<file path="config.mk">
export PLATFORM = sky130hd
export DESIGN_NAME = demux_88_reg_flat
export DESIGN_NICKNAME = d
export VERILOG_FILES = /design/src/rtl/demux_88_reg_pkg.sv /design/src/rtl/demux_88_reg_if.sv /design/src/rtl/demux_88_reg_reg_en.sv /design/src/rtl/demux_88_reg.sv /design/src/flat_wrapper.sv
export SDC_FILE = /design/constraint.sdc
export NUM_CORES = 1
export LEC_CHECK = 0
export BUFFER_PORTS_ARGS = -buffer_cell sky130_fd_sc_hd__buf_2
export CORE_AREA = 2 2 79 88
export CTS_BUF_LIST = sky130_fd_sc_hd__clkbuf_8
export CTS_CLUSTER_SIZE = 12
export DETAILED_ROUTE_END_ITERATION = 12
export DIE_AREA = 0 0 81 90
export PLACE_DENSITY = 0.9
export SYNTH_ARGS = -nofsm -noshare
export SYNTH_HDL_FRONTEND = slang
export SYNTH_HIERARCHICAL = 1
export SYNTH_SLANG_ARGS = --single-unit
</file>
<file path="constraint.sdc">
create_clock -name clk -period 4 [get_ports clk]
set_clock_uncertainty 0.1 [all_clocks]
set_input_delay 1.2 -clock clk [delete_from_list [all_inputs] [get_ports clk]]
set_output_delay 1.2 -clock clk [all_outputs]
set_load 0.03 [all_outputs]
</file>
<file path="src/rtl/demux_88_reg_pkg.sv">
// Shared types and constants for the 8-way registered bus demux.
package demux_88_reg_pkg;

  localparam int unsigned IdxW    = 3;
  localparam int unsigned NumRegs = 8;

  typedef enum logic {
    StIdle  = 1'b0,
    StBurst = 1'b1
  } state_e;

  function automatic logic [NumRegs-1:0] onehot(input logic [IdxW-1:0] idx);
    logic [NumRegs-1:0] v;
    v = '0;
    v[idx] = 1'b1;
    return v;
  endfunction

endpackage

</file>
<file path="src/rtl/demux_88_reg_if.sv">
// Input-side bus of the demux: data, index, valid/ready handshake and burst/abort/clear controls.
interface demux_88_reg_if #(
  parameter int unsigned WIDTH = 8
);
  import demux_88_reg_pkg::*;

  logic [IdxW-1:0]  sel;
  logic [WIDTH-1:0] d;
  logic             in_valid;
  logic             in_ready;
  logic             burst_start;
  logic [IdxW-1:0]  burst_len;
  logic             abort;
  logic             clear;

  modport master (
    output sel, d, in_valid, burst_start, burst_len, abort, clear,
    input  in_ready
  );

  modport slave (
    input  sel, d, in_valid, burst_start, burst_len, abort, clear,
    output in_ready
  );

endinterface

</file>
<file path="src/rtl/demux_88_reg_reg_en.sv">
// WIDTH-bit register with async reset, synchronous clear (priority) and write enable.
module demux_88_reg_reg_en #(
  parameter int unsigned      WIDTH   = 8,
  parameter logic [WIDTH-1:0] RST_VAL = '0
) (
  input  logic             clk,
  input  logic             reset,
  input  logic             clr,
  input  logic             en,
  input  logic [WIDTH-1:0] d,
  output logic [WIDTH-1:0] q
);

  always_ff @(posedge clk or posedge reset) begin
    if (reset) begin
      q <= RST_VAL;
    end else if (clr) begin
      q <= RST_VAL;
    end else if (en) begin
      q <= d;
    end
  end

endmodule

</file>
<file path="src/rtl/demux_88_reg.sv">
// Steers one bus value into one of eight registered outputs; single writes or wrapping bursts.
module demux_88_reg
  import demux_88_reg_pkg::*;
#(
  parameter int unsigned      WIDTH   = 8,
  parameter logic [WIDTH-1:0] RST_VAL = '0
) (
  input  logic              clk,
  input  logic              reset,
  demux_88_reg_if.slave     bus,
  output logic [WIDTH-1:0]  a,
  output logic [WIDTH-1:0]  b,
  output logic [WIDTH-1:0]  c,
  output logic [WIDTH-1:0]  d,
  output logic [WIDTH-1:0]  e,
  output logic [WIDTH-1:0]  f,
  output logic [WIDTH-1:0]  g,
  output logic [WIDTH-1:0]  h,
  output logic [NumRegs-1:0] wr_strobe,
  output logic              busy,
  output logic              done
);

  state_e               state_q, state_d;
  logic [IdxW-1:0]      ptr_q, ptr_d;
  logic [3:0]           rem_q, rem_d;
  logic [NumRegs-1:0]   strobe_d;
  logic                 done_d;
  logic                 ready;
  logic                 wr_en;
  logic [IdxW-1:0]      wr_idx;
  logic [NumRegs-1:0]   reg_en;
  logic [WIDTH-1:0]     q_arr [NumRegs];

  always_comb begin
    state_d  = state_q;
    ptr_d    = ptr_q;
    rem_d    = rem_q;
    done_d   = 1'b0;
    ready    = 1'b0;
    wr_en    = 1'b0;
    wr_idx   = bus.sel;
    unique case (state_q)
      StIdle: begin
        ready = ~bus.burst_start;
        if (bus.burst_start) begin
          ptr_d   = bus.sel;
          rem_d   = {1'b0, bus.burst_len} + 4'd1;
          state_d = StBurst;
        end else if (bus.in_valid) begin
          wr_en = 1'b1;
        end
      end
      StBurst: begin
        ready = ~bus.abort;
        if (bus.abort) begin
          state_d = StIdle;
          done_d  = 1'b1;
        end else if (bus.in_valid) begin
          wr_en  = 1'b1;
          wr_idx = ptr_q;
          ptr_d  = ptr_q + 3'd1;
          rem_d  = rem_q - 4'd1;
          if (rem_q == 4'd1) begin
            state_d = StIdle;
            done_d  = 1'b1;
          end
        end
      end
      default: state_d = StIdle;
    endcase
    // Clear wins over the data write but leaves burst bookkeeping untouched.
    strobe_d = bus.clear ? '1 : (wr_en ? onehot(wr_idx) : '0);
    reg_en   = wr_en ? onehot(wr_idx) : '0;
  end

  assign bus.in_ready = ready;
  assign busy         = (state_q == StBurst);

  always_ff @(posedge clk or posedge reset) begin
    if (reset) begin
      state_q   <= StIdle;
      ptr_q     <= '0;
      rem_q     <= '0;
      wr_strobe <= '0;
      done      <= 1'b0;
    end else begin
      state_q   <= state_d;
      ptr_q     <= ptr_d;
      rem_q     <= rem_d;
      wr_strobe <= strobe_d;
      done      <= done_d;
    end
  end

  for (genvar i = 0; i < NumRegs; i++) begin : g_regs
    demux_88_reg_reg_en #(
      .WIDTH   (WIDTH),
      .RST_VAL (RST_VAL)
    ) u_reg (
      .clk   (clk),
      .reset (reset),
      .clr   (bus.clear),
      .en    (reg_en[i]),
      .d     (bus.d),
      .q     (q_arr[i])
    );
  end

  assign a = q_arr[0];
  assign b = q_arr[1];
  assign c = q_arr[2];
  assign d = q_arr[3];
  assign e = q_arr[4];
  assign f = q_arr[5];
  assign g = q_arr[6];
  assign h = q_arr[7];

endmodule
</file>
<file path="src/flat_wrapper.sv">
// flat-port wrapper written by rule: the top's interface ports become plain ports
module demux_88_reg_flat import demux_88_reg_pkg::*;
#(
  parameter int unsigned      WIDTH   = 8,
  parameter logic [WIDTH-1:0] RST_VAL = '0
)
  (clk, reset, a, b, c, d, e, f, g, h, wr_strobe, busy, done, bus_sel, bus_d, bus_in_valid, bus_burst_start, bus_burst_len, bus_abort, bus_clear, bus_in_ready);
  demux_88_reg_if #(.WIDTH(WIDTH)) bus_i ();
  input  logic clk;
  input  logic reset;
  output logic [WIDTH-1:0] a;
  output logic [WIDTH-1:0] b;
  output logic [WIDTH-1:0] c;
  output logic [WIDTH-1:0] d;
  output logic [WIDTH-1:0] e;
  output logic [WIDTH-1:0] f;
  output logic [WIDTH-1:0] g;
  output logic [WIDTH-1:0] h;
  output logic [NumRegs-1:0] wr_strobe;
  output logic busy;
  output logic done;
  input wire logic [$bits(bus_i.sel)-1:0] bus_sel;
  input wire logic [$bits(bus_i.d)-1:0] bus_d;
  input wire logic [$bits(bus_i.in_valid)-1:0] bus_in_valid;
  input wire logic [$bits(bus_i.burst_start)-1:0] bus_burst_start;
  input wire logic [$bits(bus_i.burst_len)-1:0] bus_burst_len;
  input wire logic [$bits(bus_i.abort)-1:0] bus_abort;
  input wire logic [$bits(bus_i.clear)-1:0] bus_clear;
  output wire logic [$bits(bus_i.in_ready)-1:0] bus_in_ready;
  assign bus_i.sel = bus_sel;
  assign bus_i.d = bus_d;
  assign bus_i.in_valid = bus_in_valid;
  assign bus_i.burst_start = bus_burst_start;
  assign bus_i.burst_len = bus_burst_len;
  assign bus_i.abort = bus_abort;
  assign bus_i.clear = bus_clear;
  assign bus_in_ready = bus_i.in_ready;
  demux_88_reg #(.WIDTH(WIDTH), .RST_VAL(RST_VAL)) u_core (.clk(clk), .reset(reset), .bus(bus_i), .a(a), .b(b), .c(c), .d(d), .e(e), .f(f), .g(g), .h(h), .wr_strobe(wr_strobe), .busy(busy), .done(done));
endmodule
</file>
# Word-level counts from Yosys, hierarchy flattened
# Cells that the tools add are included.
# op_classes
add_sub_neg	3
mul	0
n_div	0
order_cmp	2
eq_ne	4
shift	0
muxes	45
n_bitwise	3
reduce_logical	10
# ops
op	count
8-bit two-way mux	18
3-bit two-way mux	6
2-bit nonzero test	8
1-bit two-way mux	12
4-bit two-way mux	3
4-bit case mux with 2 select lines	1
2-bit inequality test (second input constant)	3
1-bit case mux with 2 select lines	3
3-bit case mux with 2 select lines	1
3-bit by 1-bit adder with 4-bit output (second input constant)	1
4-bit by 1-bit == test with 1-bit output (second input constant)	1
3-bit by 4-bit < comparator with 1-bit output (second input constant)	1
4-bit by 1-bit subtractor with 4-bit output (second input constant)	1
3-bit by 1-bit adder with 3-bit output (second input constant)	1
1-bit demux with 3-bit select	1
3-bit by 1-bit >= comparator with 1-bit output (second input constant)	1
1-bit inverter	3
3-bit AND reduction	1
1-bit logical AND	1
# totals
register_bits	81
latchBits	0
ram_bits	0
romBits	0
inputBits	20
output_inout_bits	75
memories	0

# Longest topological paths before layout
# Gate-level depths: netlist of run 1.
# depth
word_depth	10
ltp_mapped	8
depth_no_buf	6

# Cells and area by module
# Netlist of run 1, hierarchy kept.
# modules_own_cells
mod	n_inst	cells_per_inst	area_each_um2
demux_88_reg_reg_en	8	27	329.1
demux_88_reg	1	99	970.9

# Worst setup path after synthesis of run 1
# OpenSTA, ideal clock, no wires.
# synth_timing
kind	input-to-output
from	input port bus_burst_start
to	output port bus_in_ready
arrival_time_ns	1.821
slack_ns	0.879
path_stages	2
path_buffers	0
path_cell_list	nor2b_1 -> a21oi_1
# synth_between
elab_chain_len	2
# synth_lines
item	line	text
from (decl)	flat_wrapper.sv:25	input wire logic [$bits(bus_i.burst_start)-1:0] bus_burst_start;
1-bit inverter	demux_88_reg.sv:45	ready = ~bus.burst_start;
1-bit case mux with 2 select lines	demux_88_reg.sv:43	unique case (state_q)
to (decl)	flat_wrapper.sv:29	output wire logic [$bits(bus_i.in_ready)-1:0] bus_in_ready;
# No other way between the ends.

# Worst setup path in the final report of run 1
# Same ends and word-level chain as after synthesis.

==> metrics, run 1 <==
DR DRC count=0; initial antenna violation count=0; drt via density=about 5.4; period utilisation layout=78.4%; crit-path cells=buf_2, nor2b_1, a21oi_1, buf_2; RSZ-0062 raised after global routing=false; Critical Path Start Type=primary input; status=finished, final reports clean; Crit Path Max Fanout=7; die area=approximately 7300 um2; #FFs+latches synth=81; Worst slew margin=a little over a third; final wirelength=a little under 9000 um; Post-Place Setup Slack=between 0.8 and 0.9 ns; Tightest Pin Transition=about 0.95 ns; Initial Util=between 50% and 60%; drt initial violations=194; post-synthesis async set-or-reset flop share=100%; M1 GR Usage=32.3%; first-pass GRT wire length=13900 um; HP Class=register to register; P per Cell Area=468 nW/um2; final hold vios=0; Inst Count DP=479; GRT overflow=0; synth warn=6; vias in the first global route=~2700; TritonRoute pass-1 iters=4; Post-Syn Nets=339; buffer and inverter count on the worst path=2; CTS root buf=clkbuf_8; post-CTS setup buffers=0; H-Tree Depth=3; DR vias=about 2700; max_cap viols=0; DP Wirelength=roughly 6000 um; CTS tree=yes; core area=6440 um2; clk sink count=slightly above 80; worst path required time=approximately 2.7 ns; Post-CTS Hold Buffers=0; WL/cell=roughly 18 um; endpoints failing setup=0; largest net degree at the start of global routing=a little over 40; Post-Syn Area=approximately 3600 um2; Placer Congestion=~0.83; Antenna Cells=0; Skew-Pair Late Insertion Delay=roughly 0.35 ns; Post-synth EDFFs=0; CP Data Arrival Time=~1.8 ns; setup TNS=0 ns; post-route ant nets=0; met3 usage=under 10%; Reg area=2030 um2; post-CTS sizing=0; Clk pin slew, worst setup/hold paths=0.08 ns; Rows=31; Worst path top cell family by delay=buffers and inverters; Avg Synthesized Cell Area=around 11 um2; io pins=95; ys flop type=dfrtp_1; Final #Nets=around 430; synthesis-to-finish area growth=20.6%; max-slew violation count=0; multi-input logic area=roughly 1400 um2; Worst path max stage delay=between 0.2 and 0.25 ns; static leakage=between 2 and 2.5 nW; most used routing layer=met2; gr usage total=around a quarter; critical path class=primary input to output pin; Peak Freq=roughly 320 MHz; layout cells sized above 1=30.0%; endpoint class of the critical path=output pin; die height=roughly 90 um; Finished Layout Cells=about 500; post-synthesis sequential area ratio=~56%; GRT met2 Usage=a little over two fifths; crit path time final=about 3.1 ns; VDD IR-drop max=260 uV; maximum clock insertion buffer count=2; die width=81 um; Crit-path slowest cell=buf_2; FILL cells=approximately 490; Synth cell types=33; cts bufs inserted=9; IO Port Bufs=94; PnR worst setup slack=~0.86 ns; Gate Count Post-Synth=roughly 320; Crit path top cell by count=buf_2
==> cell usage in the layout, fill, tap and decap left out, drive strengths merged, types with 4 or more instances in the layout <==
cell	instances
nand2	8
ha	4
mux2i	67
nor2b	5
dfrtp	81
clkbuf	9
buf	100
o21ai	5
nor2	80
bufinv	4
inv	13
or2	6
a21oi	5
==> final cells by class <==
| class | count | area share (%) |
|---|---|---|
| multi-input combinational | 204 | 32.0 |
| timing repair buffer | 100 | 11.9 |
| clock buffer | 9 | 2.85 |
| inverter | 12 | 1.04 |
| tap | 82 | 2.36 |
| clock inverter | 7 | 3.25 |
| sequential | 81 | 46.7 |
==> cells by family (layout without fill, tap and decap cells) <==
logic type                 count (synthesis)  in the layout  synth area share, %
buffers and inverters                     30            128                 5.21
AOI/OAI and AO/OA                         22             22                 4.48
adders and majority gates                  4              4                 1.39
xor gates and xnor gates                   2              2                0.486
and+or+nand+nor                          109            109                 13.6
muxes                                     67             67                 18.6
DFF                                       81             81                 56.2
==> metrics by stage <==
step	instance area (um2)	util [%]	power (W)	hold slack [ns]
final	4340	67.5	0.00203	0.424
after global routing	4340	67.5	0.00212	0.449
after CTS	4340	67.5	0.00205	0.427
after detailed placement	4080	63.4	0.00127	0.407
after global placement	4080	63.4	0.00125	0.398
after floorplan	3600	-	0.00117	0.379
==> synthesized netlist by cell type, drive strengths merged, types with 4 or more instances <==
library cell  number  area, um2
ha                 4       50.1
nor2b              5       31.3
or2                6       37.5
nand2              8       35.0
nor2              80        300
a21oi              5       25.0
mux2i             67        671
inv               12       45.0
buf               18        143
o21ai              5       32.5
dfrtp             81       2030
==> tightest hold or removal path: stages (launching register included) <==
cell	delay (ns)
dfrtp_1	0.34
mux2i_1	0.06
nor2_1	0.08
==> sequential cells by signal, summed over array words and instances (netlist names) <==
register	flops
u_core/g_regs.u_reg/q	64
u_core/wr_strobe	8
u_core/rem_q	4
u_core/ptr_q	3
u_core/busy	1
u_core/done	1
==> layer usage <==
layer	vias to the layer above	part of all wire [%]	routed length (um)
met3	12	7.6	658
li1	1235	-	-
met2	114	52	4490
met1	1308	39	3400
met5	-	0	0
met4	0	1.7	144
==> where the power goes <==
group | switching, W | internal (W)
registers | 0.0000529 | 0.000869
logic | 0.000215 | 0.000117
clock network | 0.000302 | 0.000479
total | 0.000570 | 0.00146
==> worst paths after layout <==
| kind | cells past startpoint | start | endpoint | slack (ns) |
|---|---|---|---|---|
| setup / recovery | 4 | bus_burst_start | bus_in_ready | 0.86 |
| hold / removal | 2 | u_core/g_regs[1].u_reg/q[7] | u_core/g_regs[1].u_reg/q[7] | 0.42 |
| setup reg to reg | 5 | u_core/busy | u_core/g_regs[5].u_reg/q[3] | 1.60 |
| hold reg to reg | 2 | u_core/g_regs[1].u_reg/q[7] | u_core/g_regs[1].u_reg/q[7] | 0.42 |
| max in group asynchronous | 2 | reset | u_core/rem_q[2] | 2.48 |
| min in group asynchronous | 2 | reset | u_core/g_regs[3].u_reg/q[0] | 0.78 |
No activity file was read; power rests on OpenSTA's default activity.
==> inputs of run 2 (changes only) <==
Settings changed: CORE_AREA 2 2 79 88 to 2 2 81 91, DIE_AREA 0 0 81 90 to 0 0 83 93, PLACE_DENSITY 0.9 to 0.85.
Clock period 4 ns to 2.9 ns, I/O delays scaled along.
==> run 2 against run 1 <==
Net effect:
- register-to-register slack worse by 0.74 ns
- critical path type unchanged
- critical path depth stayed put
- worst hold slack lost 0.0048 ns
- global-route usage is 2.6 points lower
- total power is 27% higher
- wire length shrank 2.9%
==> metrics, run 2 (same netlist as run 1, synthesis figures left out) <==
CP Data Arrival Time=1.50 ns (was 1.84 ns); TritonRoute pass-1 iters=4 (unchanged); Inst Count DP=485 (was 479); Placed Instance Area=4120 um2 (was 4080 um2); flop2flop setup slack=0.86 ns (was 1.60 ns); Clk pin slew, worst setup/hold paths=0.08 ns (about the same); Critical Path Start Type=primary input (unchanged); DP Wirelength=5790 um (was 6070 um); H-Tree Depth=3 (unchanged); CP startpoint=bus_burst_start (unchanged); synthesis-to-finish area growth=20.1% (was 20.6%); io pins=95 (unchanged); maximum clock insertion buffer count=2 (unchanged); HP Class=register to register (unchanged); period utilisation layout=a little under nine tenths; IO Port Bufs=94 (unchanged); Largest Register=u_core/g_regs.u_reg/q (unchanged); Post-CTS Hold Buffers=0 (unchanged); RR Endpoint=u_core/g_regs[7].u_reg/q[1] (was u_core/g_regs[5].u_reg/q[3]); DR DRC count=0 (unchanged); Post-Place Setup Slack=0.422 ns (was 0.869 ns); gr usage total=23.0% (was 25.6%); Placer Congestion=0.876 (was 0.835); crit-path cells=buf_2, nor2b_1, a21oi_1, buf_2 (unchanged); clk sink count=81 (unchanged); PnR worst setup slack=0.431 ns (was 0.864 ns); final hold vios=0 (unchanged); Crit-path slowest cell=buf_2 (unchanged); Worst slew margin=59.3% (was 36.6%); Final #Nets=435 (was 432); worst reg2reg path depth=7 (was 5); cts bufs inserted=9 (unchanged); post-CTS sizing=0 (unchanged); Peak Freq=roughly 400 MHz; worst r2r src=u_core/busy (unchanged); final wirelength=8440 um (was 8690 um); VDD IR-drop max=463 uV (was 260 uV); endpoint class of the critical path=output pin (unchanged); cell area after layout=4330 um2 (was 4340 um2); CTS root buf=clkbuf_8 (unchanged); max-slew violation count=0 (unchanged); Crit Path Max Fanout=7 (unchanged); Rows=32 (was 31); flip-flop count of the largest register after layout=64 (unchanged); setup TNS=0 ns (unchanged); first-pass GRT wire length=13800 um (was 13900 um); endpoints failing setup=0 (unchanged); drt initial violations=219 (was 194); die height=93 um (was 90 um); P per Cell Area=597 nW/um2 (was 468 nW/um2); layout cells sized above 1=30.5% (was 30.0%); RSZ-0062 raised after global routing=false (unchanged); Crit path top cell by count=buf_2 (unchanged); post-route ant nets=0 (unchanged); WL/cell=16.8 um (was 17.5 um); static leakage=2.20 nW (was 2.21 nW); crit path time final=approximately 2.5 ns; drt via density=5.31 (was 5.39); vias in the first global route=2680 (was 2730); Antenna Cells=0 (unchanged); status=finished, final reports clean (unchanged); die area=7720 um2 (was 7290 um2); Finished Layout Cells=501 (was 495); end point of the critical path=bus_in_ready (unchanged); Regs by FF count=u_core/g_regs.u_reg/q: 64 flops, u_core/wr_strobe: 8 flops, u_core/rem_q: 4 flops (unchanged); CTS tree=yes (unchanged); most common cell after layout, fill and taps aside=buf_2 (unchanged); Initial Util=52.6% (was 56.0%); core area=6850 um2 (was 6440 um2); Tightest Pin Transition=0.610 ns (was 0.947 ns); commonest non-fill, non-tap cells in the layout=buf_2 (94), dfrtp_1 (81), nor2_1 (80) (unchanged); worst path required time=1.93 ns (was 2.70 ns); post-CTS setup buffers=0 (unchanged); Worst path max stage delay=0.21 ns (about the same); Skew-Pair Late Insertion Delay=0.35 ns (about the same); largest net degree at the start of global routing=73 (was 41); max_cap viols=0 (unchanged); critical path class=primary input to output pin (unchanged); initial antenna violation count=0 (unchanged); DR vias=2661 (was 2669); die width=83 um (was 81 um); GRT overflow=0 (unchanged)
-- run 2: cell count changes in the layout (fill, tap and decap cells not counted) --
| cell | before | now |
|---|---|---|
| clkbuf_8 | 9 | 10 |
| buf_12 | 0 | 1 |
| buf_4 | 6 | 8 |
| bufinv_16 | 4 | 1 |
| clkinv_2 | 1 | 0 |
| clkinv_4 | 0 | 1 |
| inv_6 | 1 | 3 |
-- run 2: critical path, delay by kind of cell --
kind / cells / cell delay (ns)
AOI/OAI and AO/OA: 1 / 0.13
buffers and inverters: 2 / 0.34
and+or+nand+nor: 1 / 0.16
-- run 2: final cells by class --
type	instances	area, um2
Clock buffer	10	138
Clock inverter	6	72.6
Fill cell	555	2520
Inverter	12	45.0
Multi-Input combinational cell	204	1390
Sequential cell	81	2030
Tap cell	85	106
Timing Repair Buffer	103	551
-- run 2: routing by layer --
| metal | vias up | global-route usage (%) | part of all wire, % |
|---|---|---|---|
| met5 | - | 0 | 0 |
| met4 | 0 | 10.7 | 1.4 |
| met3 | 10 | 5.91 | 7.0 |
| met2 | 91 | 34.4 | 49 |
| met1 | 1323 | 31.7 | 42 |
| li1 | 1237 | - | - |
-- run 2: worst min-delay path by stage --
stage	start	endpoint	slack, ns	cells past startpoint
floorplan	u_core/rem_q[3]	u_core/rem_q[3]	0.38	1
global placement	u_core/g_regs[3].u_reg/q[4]	u_core/g_regs[3].u_reg/q[4]	0.40	2
detailed placement	u_core/g_regs[2].u_reg/q[4]	u_core/g_regs[2].u_reg/q[4]	0.41	2
CTS	u_core/rem_q[3]	u_core/rem_q[3]	0.42	1
global route	u_core/g_regs[6].u_reg/q[2]	u_core/g_regs[6].u_reg/q[2]	0.45	2
finish	u_core/g_regs[7].u_reg/q[0]	u_core/g_regs[7].u_reg/q[0]	0.42	2
-- run 2: power by group --
group | internal [W] | switching [W]
logic | 0.000165 | 0.000293
clock network | 0.000431 | 0.000426
registers | 0.00120 | 0.0000718
-- run 2: metrics by stage --
stage | power, W | utilization [%] | hold slack [ns]
after global placement | 0.00173 | 60.1 | 0.396
after floorplan | 0.00161 | - | 0.379
after global routing | 0.00272 | 63.2 | 0.452
after CTS | 0.00261 | 63.2 | 0.424
final | 0.00259 | 63.2 | 0.419
after detailed placement | 0.00175 | 60.1 | 0.405
==> inputs of run 3 (changes only) <==
Settings changed: CORE_AREA 2 2 81 91 to 2 2 83 93, DIE_AREA 0 0 83 93 to 0 0 85 95, PLACE_DENSITY 0.85 to 0.86, SLEW_MARGIN set to 20, SYNTH_HIERARCHICAL 1 to unset.
==> run 3 against run 2 <==
Net effect:
- non-clock buffer count is 6 lower
- worst setup slack got worse by 0.20 ns
- fmax down 7.4%
- count of clock-buffer cells in the layout shrank 1
- clock power rose by 25%
- flip-flop and latch count did not move
- global-route usage is 1.1 points lower
- cell area up 6.6%
- utilization increased by 0.67 points
- first-iteration DRC count decreased by 40%
- critical endpoint unchanged
==> metrics, run 3 <==
max-slew violation count=0 (unchanged); die area=8080 um2 (was 7720 um2); post-synthesis sequential area ratio=52.6% (was 56.3%); final hold vios=0 (unchanged); CP Data Arrival Time=1.70 ns (was 1.50 ns); synth warn=0 (was 6); post-CTS setup buffers=0 (unchanged); io pins=95 (unchanged); worst path required time=1.93 ns (about the same); critical path class=register to output pin (was primary input to output pin); Min-Delay Endpoint=u_core.g_regs[0].u_reg.q[3] (was u_core/g_regs[7].u_reg/q[0]); RR Endpoint=u_core.g_regs[1].u_reg.q[1] (was u_core/g_regs[7].u_reg/q[1]); cts bufs inserted=9 (unchanged); largest net degree at the start of global routing=82 (was 73); area leader, netlist=dfrtp_1 (unchanged); Avg Synthesized Cell Area=12.0 um2 (was 11.4 um2); Post-Syn Area=3850 um2 (was 3600 um2); drt via density=5.37 (was 5.31); Gate Count Post-Synth=321 (was 315); vias in the first global route=2630 (was 2680); #FFs+latches synth=81 (unchanged); Antenna Cells=0 (unchanged); IO Port Bufs=94 (unchanged); Initial Util=53.3% (was 52.6%); buffer and inverter count on the worst path=1 (was 2); Post-CTS Hold Buffers=0 (unchanged); TritonRoute pass-1 iters=5 (was 4); Clk pin slew, worst setup/hold paths=0.08 ns (about the same); status=finished, final reports clean (unchanged); utilization after layout=63.9% (was 63.2%); core area=7230 um2 (was 6850 um2); Synth cell types=45 (was 33); HP Class=register to register (unchanged); worst r2r src=u_core.busy (was u_core/busy); Post-Syn Nets=345 (was 339); flip-flop count of the largest register after layout=64 (unchanged); Worst path max stage delay=0.79 ns (was 0.21 ns); RSZ-0062 raised after global routing=false (unchanged); P per Cell Area=601 nW/um2 (was 597 nW/um2); most common cell after layout, fill and taps aside=buf_2 (unchanged); endpoint class of the critical path=output pin (unchanged); post-route ant nets=0 (unchanged); WL/cell=17.2 um (was 16.8 um); Post-synth EDFFs=0 (unchanged); die height=95 um (was 93 um); hold path startpoint=u_core.g_regs[0].u_reg.q[3] (was u_core/g_regs[7].u_reg/q[0]); Placer Congestion=0.853 (was 0.876); Rows=33 (was 32); Post-synth top cells=dfrtp_1 (81), nand2b_1 (79), mux2i_1 (67), clkbuf_1 (10), buf_1 (8) (was dfrtp_1 (81), nor2_1 (80), mux2i_1 (67), inv_1 (12), buf_6 (10)); post-CTS sizing=0 (unchanged); die width=85 um (was 83 um); setup TNS=0 ns (unchanged); Peak Freq=375 MHz (was 405 MHz); Worst path top cell family by delay=flip-flops (was buffers and inverters); drt initial violations=132 (was 219); initial antenna violation count=0 (unchanged); crit path time final=2.67 ns (was 2.47 ns); leading cell type by number of instances after synthesis=dfrtp_1 (unchanged); Crit Path Max Fanout=23 (was 7); final wirelength=8570 um (was 8440 um); Worst Hold Depth=2 (unchanged); DP Wirelength=5750 um (was 5790 um); Largest Register=u_core.g_regs.u_reg.q (was u_core/g_regs.u_reg/q); static leakage=2.46 nW (was 2.20 nW); ys flop type=dfrtp_1 (unchanged); maximum clock insertion buffer count=2 (unchanged); Regs by FF count=u_core.g_regs.u_reg.q: 64 flops, u_core.wr_strobe: 8 flops, u_core.rem_q: 4 flops (was u_core/g_regs.u_reg/q: 64 flops, u_core/wr_strobe: 8 flops, u_core/rem_q: 4 flops); Worst slew margin=33.6% (was 59.3%); H-Tree Depth=3 (unchanged); gr usage total=21.9% (was 23.0%); endpoints failing setup=0 (unchanged); clk sink count=81 (unchanged); CTS root buf=clkbuf_8 (unchanged); Yosys top cell area share=52.6% (was 56.3%); synthesis-to-finish area growth=19.9% (was 20.1%); flop2flop setup slack=0.41 ns (was 0.86 ns); VDD IR-drop max=371 uV (was 463 uV); layout cells sized above 1=31.5% (was 30.5%); Critical Path Start Type=register (was primary input); crit-path cells=nor2b_1, a21oi_1, buf_2 (was buf_2, nor2b_1, a21oi_1, buf_2); max_cap viols=0 (unchanged); period utilisation layout=91.9% (was 85.1%); Crit-path slowest cell=dfrtp_1 (was buf_2); DR vias=2667 (was 2661); commonest non-fill, non-tap cells in the layout=buf_2 (94), dfrtp_1 (81), nand2b_1 (79) (was buf_2 (94), dfrtp_1 (81), nor2_1 (80)); CTS tree=yes (unchanged); Skew-Pair Late Insertion Delay=0.34 ns (was 0.35 ns); DR DRC count=0 (unchanged); first-pass GRT wire length=13500 um (was 13800 um); largest cells by area after synthesis=dfrtp_1 (53%), mux2i_1 (17%), nand2b_1 (13%), ha_1 (1.3%), clkbuf_1 (0.97%) (was dfrtp_1 (56%), mux2i_1 (19%), nor2_1 (8.3%), buf_6 (3.1%), ha_1 (1.4%)); GRT overflow=0 (unchanged); Post-Place Setup Slack=0.137 ns (was 0.422 ns); post-synthesis async set-or-reset flop share=100% (unchanged); worst reg2reg path depth=4 (was 7); PnR worst setup slack=0.234 ns (was 0.431 ns); Tightest Pin Transition=0.994 ns (was 0.610 ns); Final #Nets=429 (was 435)
-- run 3: changes by cell type in the layout (fill, tap and decap cells not counted), moves of 3 or more --
cell	delta
inv_1	-9
o21ai_1	-3
nor3b_2	+3
nor2_1	-75
buf_4	-6
or2_1	-4
nand2b_1	+78
bufinv_16	+3
-- run 3: per-stage QoR --
stage	hold WS, ns	power, W	std cells	cell area [um2]
finish	0.441	0.00277	497	4620
floorplan	0.382	0.00160	321	3850
detailed placement	0.422	0.00172	481	4350
global placement	0.409	0.00170	481	4350
global route	0.460	0.00289	497	4620
CTS	0.440	0.00279	497	4620
-- run 3: area by class of cell --
type                       instances  area [um2]
timing repair buffer              97         505
sequential                        81        2030
multi-input combinational        212        1690
tap                               87         109
clock inverter                     7         141
fill                             562        2610
inverter                           4        18.8
clock buffer                       9         124
-- run 3: tightest hold or removal path: cells and delay by family, from the launching register on --
kind             cells  cell delay (ns)
AND/OR/NAND/NOR      1             0.07
flip-flops           1             0.38
multiplexers         1             0.06
-- run 3: worst max-delay path by stage --
stage                          from                          end  depth (start not counted)
finish                  u_core.busy                 bus_in_ready                          3
global route            u_core.busy                 bus_in_ready                          3
global placement    bus_burst_start  u_core.g_regs[1].u_reg.q[1]                          5
detailed placement  bus_burst_start  u_core.g_regs[1].u_reg.q[6]                          5
CTS                     u_core.busy                 bus_in_ready                          3
floorplan           bus_burst_start                 bus_in_ready                          3
-- run 3: where the power goes --
group | switching, W | total [W] | internal (W)
Combinational | 0.000256 | 0.000424 | 0.000168
Clock | 0.000414 | 0.00107 | 0.000660
Sequential | 0.0000815 | 0.00128 | 0.00119
Total | 0.000752 | 0.00277 | 0.00202
-- run 3: per-layer routing --
metal	global-route usage [%]	share of wire, %
met5	0	0
met4	9.26	2.0
met3	3.41	4.7
met2	34.9	48
met1	29.8	45
-- run 3: kinds of logic (layout without fill, tap and decap cells) --
group                      after synthesis  in the layout  synth area share (%)
and+or+nand+nor                        117            117                  19.7
DFF                                     81             81                  52.6
muxes                                   67             67                  17.4
buffers and inverters                   28            117                  3.44
AOI/OAI and AO/OA                       21             21                  4.78
adders and majority gates                4              4                  1.30
xor gates and xnor gates                 3              3                 0.683
